--- config.mk ---
export PLATFORM = sky130hd
export DESIGN_NAME = branch_ckpt_ctrl_flat
export DESIGN_NICKNAME = d
export VERILOG_FILES = /design/src/rtl/branch_ckpt_ctrl_if.sv /design/src/rtl/branch_ckpt_ctrl.sv /design/src/flat_wrapper.sv
export SDC_FILE = /design/constraint.sdc
export NUM_CORES = 1
export LEC_CHECK = 0
export ABC_AREA = 1
export CAP_MARGIN = 20
export CORE_UTILIZATION = 25
export DETAILED_ROUTE_END_ITERATION = 16
export GPL_ROUTABILITY_DRIVEN = 0
export PLACE_DENSITY_LB_ADDON = 0.05
export SKIP_CTS_REPAIR_TIMING = 1
export SYNTH_ARGS = -nofsm -noshare
export SYNTH_HDL_FRONTEND = slang
export SYNTH_SLANG_ARGS = --single-unit
--- constraint.sdc ---
create_clock -name clk -period 6.7 [get_ports clk]
set_input_delay 1.34 -clock clk [delete_from_list [all_inputs] [get_ports clk]]
set_output_delay 1.34 -clock clk [all_outputs]
set_load 0.03 [all_outputs]
--- src/rtl/branch_ckpt_ctrl_if.sv ---
// Handshake and status bundle between decode/execute and the branch checkpoint controller.
// The controller binds to the slave modport; the checkpoint user binds to master.
interface branch_ckpt_ctrl_if;
    logic        alloc_valid;
    logic [31:0] alloc_pc;
    logic        alloc_ready;
    logic        res_valid;
    logic [2:0]  res_tag;
    logic        res_mispredict;
    logic        res_ready;
    logic        copy_rat;
    logic [2:0]  copy_tag;
    logic        paste_rat;
    logic [2:0]  paste_tag;
    logic        flush;
    logic        release_valid;
    logic [2:0]  release_tag;
    logic        bad_res;
    logic [3:0]  count;

    modport master (
        output alloc_valid, alloc_pc, res_valid, res_tag, res_mispredict,
        input  alloc_ready, res_ready, copy_rat, copy_tag, paste_rat, paste_tag,
               flush, release_valid, release_tag, bad_res, count
    );

    modport slave (
        input  alloc_valid, alloc_pc, res_valid, res_tag, res_mispredict,
        output alloc_ready, res_ready, copy_rat, copy_tag, paste_rat, paste_tag,
               flush, release_valid, release_tag, bad_res, count
    );
endinterface

--- src/rtl/branch_ckpt_ctrl.sv ---
// Branch checkpoint queue: 8-entry circular buffer of RAT snapshots with mispredict recovery.
// Ready signals are combinational; copy/paste/flush/release/bad_res pulses arrive one cycle later.
module branch_ckpt_ctrl (
    input  logic               clk,
    input  logic               rst,
    branch_ckpt_ctrl_if.slave  bus
);
    typedef enum logic [1:0] {RUN, RESTORE, DRAIN} state_t;

    state_t      state, state_nxt;
    logic        drain_cnt;
    logic [7:0]  ent_valid;
    logic [7:0]  ent_resolved;
    logic [31:0] ent_pc [8];
    logic [2:0]  head, tail;
    logic [3:0]  count_q;

    logic        res_acc, tag_ok, res_good, mis_fire, alloc_fire, rel_fire;
    logic [2:0]  keep_dist;
    logic [7:0]  kill;

    assign bus.res_ready   = (state == RUN);
    assign bus.alloc_ready = (state == RUN) && (count_q < 4'd8) &&
                             !(bus.res_valid && bus.res_ready && bus.res_mispredict);
    assign bus.count       = count_q;

    assign res_acc    = bus.res_valid && bus.res_ready;
    assign tag_ok     = ent_valid[bus.res_tag] && !ent_resolved[bus.res_tag];
    assign res_good   = res_acc && tag_ok;
    assign mis_fire   = res_good && bus.res_mispredict;
    assign alloc_fire = bus.alloc_valid && bus.alloc_ready;
    assign rel_fire   = ent_valid[head] && ent_resolved[head];
    // Age of the mispredicted branch relative to head; anything younger gets squashed.
    assign keep_dist  = bus.res_tag - head;

    always_comb begin
        kill = '0;
        for (int i = 0; i < 8; i++) begin
            kill[i] = ((3'(i) - head) > keep_dist);
        end
    end

    always_comb begin
        state_nxt = state;
        case (state)
            RUN:     if (mis_fire) state_nxt = RESTORE;
            RESTORE: state_nxt = DRAIN;
            DRAIN:   if (drain_cnt) state_nxt = RUN;
            default: state_nxt = RUN;
        endcase
    end

    always_ff @(posedge clk) begin
        if (!rst) begin
            state     <= RUN;
            drain_cnt <= 1'b0;
        end else begin
            state     <= state_nxt;
            drain_cnt <= (state == DRAIN) ? ~drain_cnt : 1'b0;
        end
    end

    always_ff @(posedge clk) begin
        if (!rst) begin
            ent_valid    <= '0;
            ent_resolved <= '0;
            for (int i = 0; i < 8; i++) ent_pc[i] <= '0;
            head    <= '0;
            tail    <= '0;
            count_q <= '0;
        end else begin
            if (alloc_fire) begin
                ent_valid[tail]    <= 1'b1;
                ent_resolved[tail] <= 1'b0;
                ent_pc[tail]       <= bus.alloc_pc;
                tail               <= tail + 3'd1;
            end
            if (res_good) ent_resolved[bus.res_tag] <= 1'b1;
            if (mis_fire) begin
                ent_valid <= ent_valid & ~kill;
                tail      <= bus.res_tag + 3'd1;
            end
            // Head is never killed, so clearing it after the squash mask is safe.
            if (rel_fire) begin
                ent_valid[head] <= 1'b0;
                head            <= head + 3'd1;
            end
            if (mis_fire) begin
                count_q <= {1'b0, keep_dist} + 4'd1 - {3'b000, rel_fire};
            end else begin
                case ({alloc_fire, rel_fire})
                    2'b10:   count_q <= count_q + 4'd1;
                    2'b01:   count_q <= count_q - 4'd1;
                    default: count_q <= count_q;
                endcase
            end
        end
    end

    always_ff @(posedge clk) begin
        if (!rst) begin
            bus.copy_rat      <= 1'b0;
            bus.copy_tag      <= '0;
            bus.paste_rat     <= 1'b0;
            bus.paste_tag     <= '0;
            bus.flush         <= 1'b0;
            bus.release_valid <= 1'b0;
            bus.release_tag   <= '0;
            bus.bad_res       <= 1'b0;
        end else begin
            bus.copy_rat      <= alloc_fire;
            if (alloc_fire) bus.copy_tag <= tail;
            bus.paste_rat     <= (state_nxt == RESTORE);
            if (mis_fire) bus.paste_tag <= bus.res_tag;
            bus.flush         <= (state_nxt != RUN);
            bus.release_valid <= rel_fire;
            if (rel_fire) bus.release_tag <= head;
            bus.bad_res       <= res_acc && !tag_ok;
        end
    end
endmodule
--- src/flat_wrapper.sv ---
// flat-port wrapper written by rule: the top's interface ports become plain ports
module branch_ckpt_ctrl_flat 
  (clk, rst, bus_alloc_valid, bus_alloc_pc, bus_res_valid, bus_res_tag, bus_res_mispredict, bus_alloc_ready, bus_res_ready, bus_copy_rat, bus_copy_tag, bus_paste_rat, bus_paste_tag, bus_flush, bus_release_valid, bus_release_tag, bus_bad_res, bus_count);
  branch_ckpt_ctrl_if bus_i ();
  input  logic clk;
  input  logic rst;
  input wire logic [$bits(bus_i.alloc_valid)-1:0] bus_alloc_valid;
  input wire logic [$bits(bus_i.alloc_pc)-1:0] bus_alloc_pc;
  input wire logic [$bits(bus_i.res_valid)-1:0] bus_res_valid;
  input wire logic [$bits(bus_i.res_tag)-1:0] bus_res_tag;
  input wire logic [$bits(bus_i.res_mispredict)-1:0] bus_res_mispredict;
  output wire logic [$bits(bus_i.alloc_ready)-1:0] bus_alloc_ready;
  output wire logic [$bits(bus_i.res_ready)-1:0] bus_res_ready;
  output wire logic [$bits(bus_i.copy_rat)-1:0] bus_copy_rat;
  output wire logic [$bits(bus_i.copy_tag)-1:0] bus_copy_tag;
  output wire logic [$bits(bus_i.paste_rat)-1:0] bus_paste_rat;
  output wire logic [$bits(bus_i.paste_tag)-1:0] bus_paste_tag;
  output wire logic [$bits(bus_i.flush)-1:0] bus_flush;
  output wire logic [$bits(bus_i.release_valid)-1:0] bus_release_valid;
  output wire logic [$bits(bus_i.release_tag)-1:0] bus_release_tag;
  output wire logic [$bits(bus_i.bad_res)-1:0] bus_bad_res;
  output wire logic [$bits(bus_i.count)-1:0] bus_count;
  assign bus_i.alloc_valid = bus_alloc_valid;
  assign bus_i.alloc_pc = bus_alloc_pc;
  assign bus_i.res_valid = bus_res_valid;
  assign bus_i.res_tag = bus_res_tag;
  assign bus_i.res_mispredict = bus_res_mispredict;
  assign bus_alloc_ready = bus_i.alloc_ready;
  assign bus_res_ready = bus_i.res_ready;
  assign bus_copy_rat = bus_i.copy_rat;
  assign bus_copy_tag = bus_i.copy_tag;
  assign bus_paste_rat = bus_i.paste_rat;
  assign bus_paste_tag = bus_i.paste_tag;
  assign bus_flush = bus_i.flush;
  assign bus_release_valid = bus_i.release_valid;
  assign bus_release_tag = bus_i.release_tag;
  assign bus_bad_res = bus_i.bad_res;
  assign bus_count = bus_i.count;
  branch_ckpt_ctrl u_core (.clk(clk), .rst(rst), .bus(bus_i));
endmodule
==> impl_metrics.ini <==
[outcome]
outcome = completed

[logic_synthesis]
ys_seq_elements = 43
ys_types = 44
synth_top_area_share = 0.3162
avgSynthCellArea_um2 = 7.439
synthFlopType = dfxtp_1
synth_area_leaders = dfxtp_1 (32%), ha_1 (11%), nand2_1 (8.7%)
synth_top_area_cell = dfxtp_1
synthesis.nets = 430
async_reset_ff_frac = 0
netlist_area_mm2 = 0.002723
synth_edf_count = 0
syn_inst = 366
synth-seq-area-share = 0.3162
ys_warn_count = 0

[critical_path]
crit_arrival_ns = 4.90
rr_worst_depth = 11
worstPathCellList = clkdlybuf4s50_1 -> inv_2 -> ha_1 -> inv_1 -> fa_1 -> xor2_1 -> nor2_1 -> nor2_1 -> ha_1 -> inv_1 -> nor2_1 -> o22ai_1 -> o221a_2
critPathRequiredTime_ns = 6.94
critPathSlowestCell = clkdlybuf4s50_1
worstSetupEndpointType = register
cp_common_cell = nor2_1
cp_num_buf_inv = 4
r2r_setup_slack_ns = 3.70
cp.depth = 13
max_stage_delay_ns = 0.78
setup.worst_path.class = in -> reg
crit_fanout = 15
critPathLaunchType = input port
cp_top_family = buffers and inverters

[sta]
fin_worst_skew_ns = 0.008949
maxSlewHeadroom = 0.4938
tns_ns = 0
setup_viol = 0
fmax_ghz = 0.2148
hold_ws_ns = 0.4203
rsz0062_at_grt = false
final_min_period_over_clock_period = 0.6949
hold_viol = 0
finalCriticalPeriod_ns = 4.656
drv_slew = 0
tightest_slew_ns = 0.7575

[final_layout]
drive_above_1_share = 0.09974
synthToLayoutAreaGrowth_pct = 17.33
diodes = 0
layout.nets = 454
regArea_um2 = 860.8
layout.cells.non_filler = 527
utilization = 0.3053
final.fill_count = 1192
multi_input_area_mm2 = 0.001589

[floorplanning]
row_count = 37
die_area_mm2 = 0.01131
dieWidth_um = 106.4
io_pins = 60
coreArea_mm2 = 0.01046
start_util = 0.2602
die_h_um = 106.4

[route]
via_per_inst = 4.664
drt_wl_total_um = 7835
firstDrtPassIters = 4
drc_errors = 0
num_vias = 2458
routedWlPerCell_um = 14.87
dr.first_iter.drc_count = 94
ant_nets = 0

[cts]
cts.path.max_buffers = 2
cts_tree = done
htreeDepth = 2
clk_pin_slew_ns = 0.09
root_buffer = clkbuf_8
clock_latency_ns = 0.30
numCtsBuffers = 5
cts.sinks = 43

[job]
cap_violations = 0

[global_routing]
grt_util_all_layers = 0.1502
grt_max_degree = 29
grt-ovfl-total = 0
grt_pass1_wl_um = 13220
antenna_found_initial = 0
grt_pass1_vias = 2495

[pwr]
power-per-cell-area_mw_per_mm2 = 259.8
power_leakage_nw = 1.379
ir_worst_vdd_mv = 0.09423
p_total_mw = 0.8298

[worst_hold_path]
hold_depth = 1
hold_path_class = reg -> reg

[placed_design]
port-buffer-count = 27
place_inst = 519
hpwl_um = 5719
synth_stat cells, drive strengths merged, types with 2 or more instances:
library cell  instances
nand2                69
inv                  50
dfxtp                43
a21oi                40
nor2                 32
o21ai                30
nand3                28
ha                   23
nand4                10
buf                   8
xor2                  6
a211oi                4
o211ai                3
o21bai                3
clkbuf                2
o21a                  2
o221a                 2
per-stage QoR:
stage	cell area (µm²)	setup slack, ns
2_1_floorplan	2723	3.220
3_3_place_gp	3082	1.718
3_5_place_dp	3082	1.741
4_1_cts	3194	2.051
5_1_grt	3194	1.779
6_report	3194	2.044
worst reg2reg max path, delay by kind of cell (launching register included):
kind | cells | cell delay (ns)
DFF | 1 | 0.57
xor gates and xnor gates | 1 | 0.26
adders and majority gates | 3 | 0.96
buffers and inverters | 2 | 0.15
AOI/OAI and AO/OA | 2 | 0.40
and+or+nand+nor | 3 | 0.61
metal layers:
layer	GRT usage	share of wire	up-vias
met1	0.2078	0.52	1149
li1	-	-	1272
met4	0.02976	0.0080	0
met5	0	0	-
met2	0.2449	0.45	31
met3	0.02452	0.023	6
logic make-up (layout without fill, tap and decap cells):
family                   after synthesis  count (layout)  share of synthesized area
flip-flops                            43              43                     0.3162
AO/OA/AOI/OAI                         88              88                     0.1912
AND/OR/NAND/NOR                      143             143                     0.2569
XOR/XNOR                               7               7                    0.02252
buffers and inverters                 61              86                     0.1002
adder cells (fa/ha/maj)               24              24                     0.1131
path summary, 6_finish.rpt:
check                              startpoint                              to
setup / recovery               bus_res_tag[0]  u_core.ent_valid[1]$_SDFF_PN0_
hold / removal     u_core.state[0]$_SDFF_PN0_     u_core.drain_cnt$_SDFF_PN0_
setup reg to reg  u_core.head[0]$_SDFFE_PN0N_  u_core.ent_valid[1]$_SDFF_PN0_
hold reg to reg    u_core.state[0]$_SDFF_PN0_     u_core.drain_cnt$_SDFF_PN0_
layout make-up:
type / instances / share of cell area
inverter: 51 / 0.05993
clock buffer: 5 / 0.02154
tap: 136 / 0.05327
timing repair buffer: 27 / 0.08461
sequential: 43 / 0.2695
multi-input combinational: 262 / 0.4975
clock inverter: 3 / 0.01371
cells in the final DEF (no fill, tap or decap), types with 2 or more instances in the layout:
master	n
o221a_2	2
nor2_1	30
inv_1	44
a211oi_2	2
xor2_1	6
o21ai_0	29
dfxtp_1	43
a21oi_1	38
o21a_1	2
ha_1	23
clkbuf_8	5
nand4_1	9
a211oi_1	2
nand2_2	5
nand3_2	6
a21oi_2	2
nand2_1	63
inv_2	6
clkdlybuf4s50_1	27
o21bai_1	3
nand3_1	21
o211ai_1	2
flip-flops by register name, summed over array words and instances, names as in the netlist, 3 cells and up:
name                    cells
u_core.tail                 3
u_core.ent_valid            8
u_core.bus.copy_tag         3
u_core.ent_resolved         8
u_core.bus.count            4
u_core.bus.release_tag      3
u_core.bus.paste_tag        3
u_core.head                 3
power by group:
group / internal [mW] / leakage (nW) / switching, mW
registers: 0.276 / 0.349 / 0.0234
logic: 0.117 / 0.972 / 0.202
clock network: 0.111 / 0.0581 / 0.0997
No activity file was read; power rests on OpenSTA's default activity.
